==> config.mk <==
export PLATFORM = sky130hd
export DESIGN_NAME = ctrl_pc_seq
export DESIGN_NICKNAME = d
export VERILOG_FILES = /design/src/rtl/ctrl_pc_seq.sv
export SDC_FILE = /design/constraint.sdc
export NUM_CORES = 1
export LEC_CHECK = 0
export ABC_AREA = 1
export CORE_MARGIN = 1.5
export CORE_UTILIZATION = 30
export CTS_CLUSTER_SIZE = 8
export DETAILED_ROUTE_END_ITERATION = 6
export PLACE_DENSITY = 0.53
export RECOVER_POWER = 50
export SYNTH_ARGS = -nofsm -noshare
export SYNTH_HDL_FRONTEND = slang
export SYNTH_SLANG_ARGS = --single-unit
==> constraint.sdc <==
create_clock -name clk -period 1.6 [get_ports clk]
set_input_delay 0.48 -clock clk [delete_from_list [all_inputs] [get_ports clk]]
set_output_delay 0.48 -clock clk [all_outputs]
set_load 0.03 [all_outputs]
==> src/rtl/ctrl_pc_seq.sv <==
// ctrl_pc_seq -- program-counter sequencer with a circular return-address stack.
//
// Each unstalled cycle the PC either increments, jumps to a branch target,
// calls (pushes the return address and jumps) or returns (pops the return
// address into the PC). When a push finds the stack full, it overwrites the
// oldest entry. Misuse of the stack is recorded in sticky flags that only
// reset clears.
//
// Ports:
//   clk            in   clock, rising edge
//   reset          in   synchronous, active-high reset
//   stall_i        in   hold all state; control inputs this cycle are dropped
//   branch_taken_i in   redirect PC to branch_tgt_i
//   call_i         in   push PC+1, redirect to branch_tgt_i
//   ret_i          in   pop return address into PC
//   branch_tgt_i   in   [PC_WID] branch / call target
//   prog_ctr       out  [PC_WID] current program counter (registered)
//   ras_cnt        out  valid stack entries, saturates at RAS_DEPTH
//   ras_ovf        out  sticky: push while stack full
//   ras_unf        out  sticky: pop while stack empty
//   seq_err        out  sticky: call_i and ret_i in the same cycle
module ctrl_pc_seq #(
  parameter int PC_WID    = 10,
  parameter int RESET_VEC = 1,
  parameter int RAS_DEPTH = 4
) (
  input  logic                             clk,
  input  logic                             reset,
  input  logic                             stall_i,
  input  logic                             branch_taken_i,
  input  logic                             call_i,
  input  logic                             ret_i,
  input  logic [PC_WID-1:0]                branch_tgt_i,
  output logic [PC_WID-1:0]                prog_ctr,
  output logic [$clog2(RAS_DEPTH+1)-1:0]   ras_cnt,
  output logic                             ras_ovf,
  output logic                             ras_unf,
  output logic                             seq_err
);

  localparam int CNT_W = $clog2(RAS_DEPTH + 1);
  localparam int PTR_W = $clog2(RAS_DEPTH);

  localparam logic [CNT_W-1:0] CNT_FULL = CNT_W'(RAS_DEPTH);
  localparam logic [PTR_W-1:0] PTR_LAST = PTR_W'(RAS_DEPTH - 1);

  logic [PC_WID-1:0] pc_q, pc_d;
  logic [CNT_W-1:0]  cnt_q, cnt_d;
  logic [PTR_W-1:0]  top_q, top_d;
  logic              ovf_q, ovf_d;
  logic              unf_q, unf_d;
  logic              err_q, err_d;
  logic [PC_WID-1:0] stack_q [RAS_DEPTH];
  logic [PC_WID-1:0] stack_d [RAS_DEPTH];

  logic [PC_WID-1:0] pc_inc;
  logic [PTR_W-1:0]  top_inc;
  logic [PTR_W-1:0]  top_dec;

  assign pc_inc = pc_q + PC_WID'(1);

  // Explicit wrap so non-power-of-two depths stay inside the buffer.
  assign top_inc = (top_q == PTR_LAST) ? '0 : top_q + PTR_W'(1);
  assign top_dec = (top_q == '0) ? PTR_LAST : top_q - PTR_W'(1);

  always_comb begin
    pc_d    = pc_q;
    cnt_d   = cnt_q;
    top_d   = top_q;
    ovf_d   = ovf_q;
    unf_d   = unf_q;
    err_d   = err_q;
    stack_d = stack_q;

    if (stall_i) begin
      // Hold everything; any control request this cycle is lost.
    end else if (call_i && ret_i) begin
      err_d = 1'b1;
      pc_d  = pc_inc;
    end else if (ret_i) begin
      if (cnt_q != '0) begin
        pc_d  = stack_q[top_q];
        top_d = top_dec;
        cnt_d = cnt_q - CNT_W'(1);
      end else begin
        unf_d = 1'b1;
        pc_d  = pc_inc;
      end
    end else if (call_i) begin
      // When full, top+1 is the oldest entry, so the push overwrites it.
      stack_d[top_inc] = pc_inc;
      top_d            = top_inc;
      pc_d             = branch_tgt_i;
      if (cnt_q == CNT_FULL) begin
        ovf_d = 1'b1;
      end else begin
        cnt_d = cnt_q + CNT_W'(1);
      end
    end else if (branch_taken_i) begin
      pc_d = branch_tgt_i;
    end else begin
      pc_d = pc_inc;
    end
  end

  always_ff @(posedge clk) begin
    if (reset) begin
      pc_q  <= PC_WID'(RESET_VEC);
      cnt_q <= '0;
      top_q <= '0;
      ovf_q <= 1'b0;
      unf_q <= 1'b0;
      err_q <= 1'b0;
    end else begin
      pc_q  <= pc_d;
      cnt_q <= cnt_d;
      top_q <= top_d;
      ovf_q <= ovf_d;
      unf_q <= unf_d;
      err_q <= err_d;
    end
  end

  // Stack contents carry no meaning after reset (ras_cnt is 0), so the
  // storage itself is not reset.
  always_ff @(posedge clk) begin
    if (!reset) begin
      stack_q <= stack_d;
    end
  end

  assign prog_ctr = pc_q;
  assign ras_cnt  = cnt_q;
  assign ras_ovf  = ovf_q;
  assign ras_unf  = unf_q;
  assign seq_err  = err_q;

endmodule

==> metrics.txt <==
# TYPE chip_impl_metric gauge
chip_impl_info{name="tritoncts",value="built"} 1
chip_impl_metric{name="antenna_found_initial",unit=""} 0
chip_impl_metric{name="syn-num-nets",unit=""} 365
chip_impl_metric{name="power.share.combinational",unit="%"} 18.0
chip_impl_info{name="synth_top_cell_by_area",value="sky130_fd_sc_hd__edfxtp_1"} 1
chip_impl_metric{name="critPathMaxFanout",unit=""} 2
chip_impl_metric{name="register_bit_count_reported_by_yosys",unit=""} 58
chip_impl_metric{name="drive_above_1_share",unit="%"} 19.5
chip_impl_info{name="crit_chain",value="dlygate4sd2_1"} 1
chip_impl_metric{name="syn-cell-area",unit="mm^2"} 0.00289
chip_impl_metric{name="clock_power_share",unit="%"} 38.7
chip_impl_metric{name="area_growth",unit="%"} 32.9
chip_impl_metric{name="clk_transition_reported_paths",unit="ns"} 0.08
chip_impl_metric{name="switching_power",unit="W"} 0.00108
chip_impl_info{name="hp-class",value="register to register"} 1
chip_impl_metric{name="worstSkewPairLatency",unit="ns"} 0.33
chip_impl_info{name="cell_family_with_most_cp_delay",value="buffers and inverters"} 1
chip_impl_metric{name="initial_core_util",unit="%"} 31.1
chip_impl_metric{name="cts-hold-fix-buffers",unit=""} 0
chip_impl_info{name="setup.worst_path.class",value="register to primary output"} 1
chip_impl_metric{name="design_power_total",unit="W"} 0.00390
chip_impl_metric{name="row_count",unit=""} 35
chip_impl_metric{name="final-hold-violation-count",unit=""} 0
chip_impl_info{name="timing.critical_path.to_type",value="primary output"} 1
chip_impl_metric{name="power.density",unit="mW/mm^2"} 1020
chip_impl_metric{name="gp_congestion",unit=""} 0.782
chip_impl_metric{name="drt-pass1-iter-count",unit=""} 4
chip_impl_metric{name="setup_viol_count_final",unit=""} 0
chip_impl_metric{name="tritoncts_num_sinks",unit=""} 58
chip_impl_metric{name="drt_drc_violations_left",unit=""} 0
chip_impl_info{name="synth.area.top_cells",value="sky130_fd_sc_hd__edfxtp_1 (42%), sky130_fd_sc_hd__nand2_1 (13%), sky130_fd_sc_hd__dfxtp_1 (12%)"} 1
chip_impl_metric{name="fin_crit_sh",unit="%"} 96.9
chip_impl_metric{name="grt_pass1_wl",unit="um"} 11600
chip_impl_metric{name="worst_ir_drop_vdd",unit="uV"} 443
chip_impl_metric{name="switching_power_as_a_share_of_total_power",unit="%"} 27.6
chip_impl_metric{name="timing.fmax",unit="MHz"} 645
chip_impl_metric{name="cts-buffers-inserted",unit=""} 9
chip_impl_metric{name="synthDominantCellAreaShare",unit="%"} 41.6
chip_impl_metric{name="clock_tree.buffer_depth",unit=""} 2
chip_impl_metric{name="detailedPlacementHpwl",unit="um"} 5160
chip_impl_metric{name="via_count_of_the_first_global_routing_pass",unit=""} 2346
chip_impl_metric{name="ys_seq_area_share",unit="%"} 54.1
chip_impl_metric{name="timing.critical_path.arrival",unit="ns"} 1.07
chip_impl_info{name="cts-root-buf",value="sky130_fd_sc_hd__clkbuf_8"} 1
chip_impl_metric{name="final_antenna_net_count",unit=""} 0
chip_impl_metric{name="sequential_share_of_power",unit="%"} 43.3
chip_impl_metric{name="power_leakage",unit="nW"} 1.72
chip_impl_metric{name="maxCapViolations",unit=""} 0
chip_impl_metric{name="internal_power",unit="W"} 0.00283
chip_impl_metric{name="via_per_inst",unit=""} 4.34
chip_impl_metric{name="routedWlPerCell",unit="um"} 12.4
chip_impl_info{name="critPathSlowestCell",value="sky130_fd_sc_hd__dlygate4sd2_1"} 1
chip_impl_metric{name="tightest_slew",unit="ns"} 0.313
chip_impl_metric{name="synth.yosys.warnings",unit=""} 0
chip_impl_metric{name="io-pin-count",unit=""} 32
chip_impl_metric{name="maxSlewHeadroom",unit="%"} 79.2
chip_impl_metric{name="fin_hold_ws",unit="ns"} 0.454
chip_impl_metric{name="coreArea",unit="mm^2"} 0.00928
chip_impl_metric{name="synthCells",unit=""} 343
chip_impl_info{name="outcome",value="finished, final reports clean"} 1
chip_impl_metric{name="postSynthAreaPerCell",unit="um^2"} 8.42
chip_impl_metric{name="pin_count_of_the_biggest_net_entering_global_routing",unit=""} 22
chip_impl_metric{name="totalWireLength",unit="um"} 6880
chip_impl_metric{name="finalCriticalPeriod",unit="ns"} 1.55
chip_impl_metric{name="n_antenna_cell",unit=""} 0
chip_impl_metric{name="worst_path_largest_cell_delay",unit="ns"} 0.40
chip_impl_metric{name="first_iter_violations",unit=""} 80
chip_impl_metric{name="vertical_extent_of_the_die",unit="um"} 101
chip_impl_metric{name="nNetsFinal",unit=""} 442
chip_impl_metric{name="port_buffers",unit=""} 31
chip_impl_metric{name="fp.dieW",unit="um"} 101
chip_impl_metric{name="finalMaxSlewViolations",unit=""} 0
chip_impl_metric{name="synth_cell_type_count",unit=""} 29
chip_impl_metric{name="clock_skew_after_layout",unit="ns"} 0.0105
chip_impl_metric{name="cp.buffers_inverters",unit=""} 1
chip_impl_metric{name="reg2reg_setup_slack",unit="ns"} 0.14
chip_impl_metric{name="via_count",unit=""} 2403
chip_impl_metric{name="die_area",unit="mm^2"} 0.0102
chip_impl_metric{name="globalRouteOverflowTotal",unit=""} 0
chip_impl_metric{name="cts_max_level",unit=""} 3
chip_impl_metric{name="crit_required",unit="ns"} 1.12
chip_impl_metric{name="grtUsageTotal",unit="%"} 14.9
chip_impl_info{name="critical_path.startpoint_type",value="register"} 1
## Yosys cell counts (all sizes together)
library cell    n
nand3          28
o21ai          19
a22oi           1
nand4           3
nand2         106
edfxtp         40
dfxtp          18
xor2            3
fa              1
inv            44
a211oi          2
nor2           45
clkinv          1
buf             7
ha              5
a21oi          18
clkbuf          2
## cell type report
type	instances	area, um^2
inverter	45	171
tap	129	161
fill	968	5450
clock inverter	7	101
multi-input combinational	231	1110
timing repair buffer	75	608
sequential	58	1560
clock buffer	9	124
## registers in the layout, summed over array words and instances (netlist names)
signal    count
prog_ctr     10
ras_cnt       3
ras_ovf       1
ras_unf       1
seq_err       1
stack_q      40
top_q         2
## what timing repair did
item / 4_1_cts / 5_1_grt
endpoints found under the hold margin: 0 / 0
gates resized for setup: 10 / 10
setup endpoints to repair: 51 / 21
pin swaps: 1 / 0
setup buffers: 0 / 0
## cell families (layout without fill, tap and decap cells)
kind of cell	after synthesis	count (layout)	share of synthesized area, %
buffers and inverters	54	136	8.02
XOR/XNOR	3	3	0.910
adder cells (fa/ha/maj)	6	6	2.86
AO/OA/AOI/OAI	40	40	7.89
AND/OR/NAND/NOR	182	182	26.3
flip-flops	58	58	54.1
## power groups by stage
stage | clock network [W] | logic [W] | registers, W
2_1_floorplan | 0 | 0.000335 | 0.00179
3_3_place_gp | 0 | 0.000728 | 0.00172
3_5_place_dp | 0 | 0.000728 | 0.00172
4_1_cts | 0.00155 | 0.000721 | 0.00169
5_1_grt | 0.00162 | 0.000788 | 0.00170
6_report | 0.00151 | 0.000704 | 0.00169
## through the flow
stage	setup slack, ns	TNS, ns	utilization, %	area, um^2	std cells
global route	-0.0241	-0.0447	41.3	3840	554
global placement	-0.390	-19.84	39.2	3640	538
detailed placement	-0.419	-21.44	39.2	3640	538
CTS	0.0277	0	41.5	3850	554
finish	0.0491	0	41.3	3840	554
floorplan	-0.108	-4.33	-	2890	343
## cells in the final DEF, fill, tap and decap left out, drive strengths merged
cell type / count
buf: 40
a211oi: 2
nor2: 45
inv: 45
a22oi: 1
nand2: 106
nand4: 3
nand3: 28
dlygate4sd2: 10
ha: 5
edfxtp: 40
dlymetal6s2s: 1
clkinvlp: 2
bufinv: 2
a21oi: 18
clkinv: 3
xor2: 3
clkbuf: 20
o21ai: 19
clkdlybuf4s50: 13
fa: 1
dfxtp: 18
## worst paths after layout
| path | from | end | depth (start not counted) |
|---|---|---|---|
| max | ras_unf | ras_unf | 1 |
| min | seq_err | seq_err | 2 |
| max reg2reg | prog_ctr[1] | stack_q[28] | 7 |
| min reg2reg | seq_err | seq_err | 2 |
## layer usage
layer	part of all wire (%)	vias to the layer above	track usage [%]	wire length, um
li1	-	1260	-	-
met1	51	1079	21.0	3510
met2	44	57	22.6	3060
met3	3.5	7	2.70	239
met4	1.1	0	6.20	73
met5	0	-	0	0
No activity file was read; power rests on OpenSTA's default activity.
